--- src/rtl/hmmm_loader.sv ---
// Program loader for the hmmm core: turns a framed serial byte stream into
// address/data programming strobes and releases the core on a verified frame.
module hmmm_loader #(
    parameter logic [7:0] HEADER         = 8'hA5,
    parameter int         TIMEOUT_CYCLES = 100000
) (
    input  logic        clk,
    input  logic        rst_n,
    input  logic [7:0]  rx_data,
    input  logic        rx_valid,
    output logic        rx_ready,
    input  logic [15:0] user_in,
    output logic [15:0] core_in,
    output logic        core_pgrm_addr,
    output logic        core_pgrm_data,
    output logic        core_rst,
    output logic        busy,
    output logic        done,
    output logic        err
);

    typedef enum logic [2:0] {
        S_IDLE, S_COUNT, S_HI, S_LO, S_WR_ADDR, S_WR_DATA, S_CSUM, S_START
    } state_t;

    localparam int TW = $clog2(TIMEOUT_CYCLES);
    localparam logic [TW-1:0] TIMEOUT_LAST = TW'(TIMEOUT_CYCLES - 1);

    state_t         state_q, state_d;
    logic [7:0]     cnt_q, addr_q, csum_q;
    logic [15:0]    word_q;
    logic [TW-1:0]  idle_q;
    logic           err_q;
    logic           rx_ready_q, pgrm_addr_q, pgrm_data_q, core_rst_q, done_q;

    logic accept, waiting, timeout;

    assign accept  = rx_valid & rx_ready_q;
    assign waiting = (state_q == S_COUNT) || (state_q == S_HI) ||
                     (state_q == S_LO)    || (state_q == S_CSUM);
    assign timeout = waiting && !accept && (idle_q == TIMEOUT_LAST);

    always_comb begin
        // NOTE: default first so every path assigns state_d and no latch is inferred.
        state_d = state_q;
        unique case (state_q)
            S_IDLE:    if (accept && rx_data == HEADER) state_d = S_COUNT;
            S_COUNT:   if (accept) state_d = S_HI;
            S_HI:      if (accept) state_d = S_LO;
            S_LO:      if (accept) state_d = S_WR_ADDR;
            S_WR_ADDR: state_d = S_WR_DATA;
            S_WR_DATA: state_d = (addr_q == cnt_q) ? S_CSUM : S_HI;
            S_CSUM:    if (accept) state_d = (rx_data == csum_q) ? S_START : S_IDLE;
            S_START:   state_d = S_IDLE;
            default:   state_d = S_IDLE;
        endcase
        if (timeout) state_d = S_IDLE;
    end

    // NOTE: all sequential state uses non-blocking assignment so every flop samples pre-edge values.
    always_ff @(posedge clk or negedge rst_n) begin
        if (!rst_n) begin
            state_q <= S_IDLE;
            cnt_q   <= '0;
            addr_q  <= '0;
            csum_q  <= '0;
            word_q  <= '0;
            idle_q  <= '0;
            err_q   <= 1'b0;
        end else begin
            state_q <= state_d;
            case (state_q)
                S_IDLE: if (accept && rx_data == HEADER) err_q <= 1'b0;
                S_COUNT: if (accept) begin
                    cnt_q  <= rx_data;
                    addr_q <= '0;
                    csum_q <= rx_data;
                end
                S_HI: if (accept) begin
                    word_q[15:8] <= rx_data;
                    csum_q       <= csum_q ^ rx_data;
                end
                S_LO: if (accept) begin
                    word_q[7:0] <= rx_data;
                    csum_q      <= csum_q ^ rx_data;
                end
                S_WR_DATA: if (addr_q != cnt_q) addr_q <= addr_q + 8'd1;
                S_CSUM: if (accept && rx_data != csum_q) err_q <= 1'b1;
                default: ;
            endcase
            if (timeout) err_q <= 1'b1;
            // Idle count restarts on every accepted byte and outside the waiting states.
            if (waiting && !accept && !timeout) idle_q <= idle_q + TW'(1);
            else                                idle_q <= '0;
        end
    end

    // Handshake and strobes are registered from the next state; reset holds the core in reset.
    always_ff @(posedge clk or negedge rst_n) begin
        if (!rst_n) begin
            rx_ready_q  <= 1'b0;
            pgrm_addr_q <= 1'b0;
            pgrm_data_q <= 1'b0;
            core_rst_q  <= 1'b1;
            done_q      <= 1'b0;
        end else begin
            rx_ready_q  <= (state_d == S_IDLE) || (state_d == S_COUNT) || (state_d == S_HI) ||
                           (state_d == S_LO)   || (state_d == S_CSUM);
            pgrm_addr_q <= (state_d == S_WR_ADDR);
            pgrm_data_q <= (state_d == S_WR_DATA);
            core_rst_q  <= (state_d == S_START);
            done_q      <= (state_d == S_START);
        end
    end

    always_comb begin
        core_in = user_in;
        if (state_q == S_WR_ADDR)      core_in = {8'h00, addr_q};
        else if (state_q == S_WR_DATA) core_in = word_q;
    end

    assign rx_ready       = rx_ready_q;
    assign core_pgrm_addr = pgrm_addr_q;
    assign core_pgrm_data = pgrm_data_q;
    assign core_rst       = core_rst_q;
    assign done           = done_q;
    assign busy           = (state_q != S_IDLE);
    assign err            = err_q;

endmodule

--- config.mk ---
export PLATFORM = sky130hd
export DESIGN_NAME = hmmm_loader
export DESIGN_NICKNAME = d
export VERILOG_FILES = /design/src/rtl/hmmm_loader.sv
export SDC_FILE = /design/constraint.sdc
export NUM_CORES = 1
export LEC_CHECK = 0
export CORE_UTILIZATION = 50
export CTS_BUF_LIST = sky130_fd_sc_hd__clkbuf_8 sky130_fd_sc_hd__clkbuf_16
export DETAILED_ROUTE_END_ITERATION = 6
export GPL_ROUTABILITY_DRIVEN = 0
export PLACE_DENSITY_LB_ADDON = 0.2
export SLEW_MARGIN = 20
export SYNTH_ARGS = -nofsm -noshare
export SYNTH_HDL_FRONTEND = slang
export SYNTH_SLANG_ARGS = --single-unit
--- constraint.sdc ---
create_clock -name clk -period 3.69 [get_ports clk]
set_input_delay 0.369 -clock clk [delete_from_list [all_inputs] [get_ports clk]]
set_output_delay 0.369 -clock clk [all_outputs]
set_load 0.02 [all_outputs]
==> results.sh <==
export IMPL_syn_area_per_cell_um2=9.55
export IMPL_syn_inst=355
export IMPL_min_period_ns=3.04
export IMPL_multi_input_area_mm2=0.00163
export IMPL_finalSetupViolCount=0
export IMPL_core_rowCount=29
export IMPL_diodes=0
export IMPL_post_synth_top_area_cell="dfrtp_1"
export IMPL_tritoncts="built"
export IMPL_finalMaxSlewViolations=0
export IMPL_path_buf_inv=1
export IMPL_ff2ff_path_depth=5
export IMPL_powerDensity_mw_per_mm2=700
export IMPL_netlist_area_mm2=0.00339
export IMPL_syn_nets=384
export IMPL_reg2reg_to="idle_q[12]"
export IMPL_pin_count=50
export IMPL_ff_latch_area_mm2=0.00165
export IMPL_cpPeakStageDelay_ns=0.75
export IMPL_first_global_vias=2579
export IMPL_antenna_found_initial=0
export IMPL_drive_gt1_frac=0.106
export IMPL_dieArea_mm2=0.00711
export IMPL_finish_net_count=431
export IMPL_final_instance_count_excl_fill=484
export IMPL_htreeDepth=3
export IMPL_core_area_mm2=0.00646
export IMPL_routed_wl_um=7210
export IMPL_nFillCells=530
export IMPL_vias=2607
export IMPL_viasPerCell=5.39
export IMPL_async_flop_share=1.00
export IMPL_tns_ns=0
export IMPL_regToRegStartpoint="idle_q[12]"
export IMPL_fmax_mhz=329
export IMPL_crit_path_max_fanout=27
export IMPL_cp_data_required_time_ns=3.32
export IMPL_wire_per_inst_um=14.9
export IMPL_post_cts_repair_setup_buffers=0
export IMPL_ys_ff_latch=66
export IMPL_tightestPinTransition_ns=0.932
export IMPL_cts_clk_slew_worst_paths_ns=0.07
export IMPL_hold_viol=0
export IMPL_first_pass_iters=7
export IMPL_drc=8
export IMPL_maxCapViolCount=0
export IMPL_violations="design-rule violations"
export IMPL_path_class="reg -> out"
export IMPL_power_leakage_nw=1.78
export IMPL_start_kind="flop"
export IMPL_grt_ovfl_total=0
export IMPL_netlist_top_cells_area="dfrtp_1 48%, nand2_1 9.4%, xor2_1 6.5%"
export IMPL_ys_flop_type="dfrtp_1"
export IMPL_drtAntennaViolNets=0
export IMPL_vdd_ir_drop_max_v=0.000339
export IMPL_end_kind="primary output"
export IMPL_layout_setup_ws_ns=0.647
export IMPL_root_buffer="clkbuf_8"
export IMPL_yosys_warnings=0
export IMPL_cts_sinks=66
export IMPL_cp_data_arrival_time_ns=2.67
export IMPL_max_clock_path_buffers=2
export IMPL_status="finished with violations"
export IMPL_crit_family="simple AND/OR/NAND/NOR gates"
export IMPL_grt_pass1_wl_um=12400
export IMPL_numCtsBuffers=9
export IMPL_critPathSlowestCell="and2_1"
export IMPL_ys_seq_area_frac=0.487
export IMPL_crit_chain="nor2_1 -> and2_1 -> nand2_1 -> o21ai_0 -> clkdlybuf4s50_1"
export IMPL_cts_hold_buf=0
export IMPL_cts_resized=0
export IMPL_dp_cells=468
export IMPL_clk_latency_ns=0.35
export IMPL_yosysMostFrequentCell="nand2_1"
export IMPL_rsz0062_at_grt="false"
export IMPL_ys_types=45
export IMPL_place_ws_ns=1.03
export IMPL_grt_max_degree=44
export IMPL_drtIter0Drc=122
export IMPL_port_buffers=49
export IMPL_period_share=0.825
export IMPL_ys_top_cells_by_count="85 x nand2_1, 65 x dfrtp_1, 28 x nor2_1, 25 x xor2_1"
export IMPL_synth_edff_count=0
export IMPL_die_w_um=84.4
export IMPL_grt_total_usage=0.227
export IMPL_hp_class="in -> async"
export IMPL_slew_headroom=0.379
export IMPL_start_util=0.525
export IMPL_regToRegSetupSlack_ns=1.41
export IMPL_area_growth_pct=22.4
export IMPL_dp_hpwl_um=5020
export IMPL_skew_ns=0.00836
export IMPL_die_y_um=84.4
export IMPL_synth_top_area_frac=0.480
## layout by cell type (no fill, tap or decap), types with 2 or more instances in the layout
cell              n
nand3_1          12
clkdlybuf4s50_1  48
dfrtp_1          65
buf_4             3
nand2b_1          2
inv_1             2
or3_1             3
nand3b_1          3
o21a_1            2
and2_1            2
a211oi_1          2
or2_2             2
mux2i_1           9
and3_1            3
nand4_1           5
clkbuf_8         10
nor4_1            4
xor2_1           25
nor3_1            9
a21oi_1          13
o21ai_0          13
xnor2_1          16
ha_1              2
bufinv_16         3
nor2_1           28
clkinvlp_4        2
nand2_1          85
mux2_2           16
## cells by family (layout without fill, tap and decap cells)
family,count (synthesis),after routing,share of synthesized area
buffers and inverters,18,70,0.0306
and+or+nand+nor,165,165,0.223
DFF,66,66,0.487
AOI/OAI and AO/OA,38,38,0.0661
adders and majority gates,2,2,0.00738
xor gates and xnor gates,41,41,0.106
muxes,25,25,0.0797
## layer usage
layer	GRT usage	routed length [um]
met5	0	0
met4	0.108	153
met3	0.0393	329
met2	0.341	3110
met1	0.322	3620
## how the worst max path moves through the flow
stage / start / end / slack [ns] / depth (start not counted)
floorplan: state_q[1] / core_in[6] / 1.71 / 6
global placement: state_q[2] / core_in[14] / 1.04 / 5
detailed placement: state_q[1] / core_in[3] / 1.03 / 5
CTS: state_q[1] / core_in[1] / 0.65 / 5
global route: state_q[1] / core_in[0] / 0.36 / 5
finish: state_q[1] / core_in[3] / 0.65 / 5
## state kept, by name, summed over array words and instances, names as in the netlist
signal,count
core_rst,1
idle_q,17
cnt_q,8
done,1
csum_q,8
state_q,3
core_pgrm_data,1
err,1
rx_ready,1
core_pgrm_addr,1
addr_q,8
word_q,16
## worst register-to-register path: stages (launching register included)
cell and delay (ns):
dfrtp_1 0.43, nor4b_1 0.49, nand2_1 0.10, or4_4 0.53, nand2b_1 0.47, nor2_1 0.13
## final cells by class
cell class | count | share of cell area
well taps | 77 | 0.0232
inverters | 2 | 0.00181
clock buffers | 10 | 0.0332
repair buffers | 52 | 0.122
flip-flops and latches | 66 | 0.398
clock inverters | 6 | 0.0274
multi-input cells | 271 | 0.394
## stage by stage
stage / hold slack [ns] / area, um2 / total power, mW / utilization
3_3_place_gp: 0.470 / 3900 / 2.13 / 0.604
5_1_grt: 0.249 / 4150 / 3.10 / 0.643
4_1_cts: 0.187 / 4150 / 2.93 / 0.643
6_report: 0.161 / 4150 / 2.91 / 0.643
2_1_floorplan: 0.0734 / 3390 / 1.89 / -
3_5_place_dp: 0.485 / 3900 / 2.16 / 0.604
## where the power goes
group	internal [mW]	switching, mW	leakage [nW]
Sequential	0.960	0.201	0.847
Combinational	0.466	0.521	0.818
Clock	0.468	0.291	0.119
Total	1.89	1.01	1.78
(Power assumes the default switching activity.)
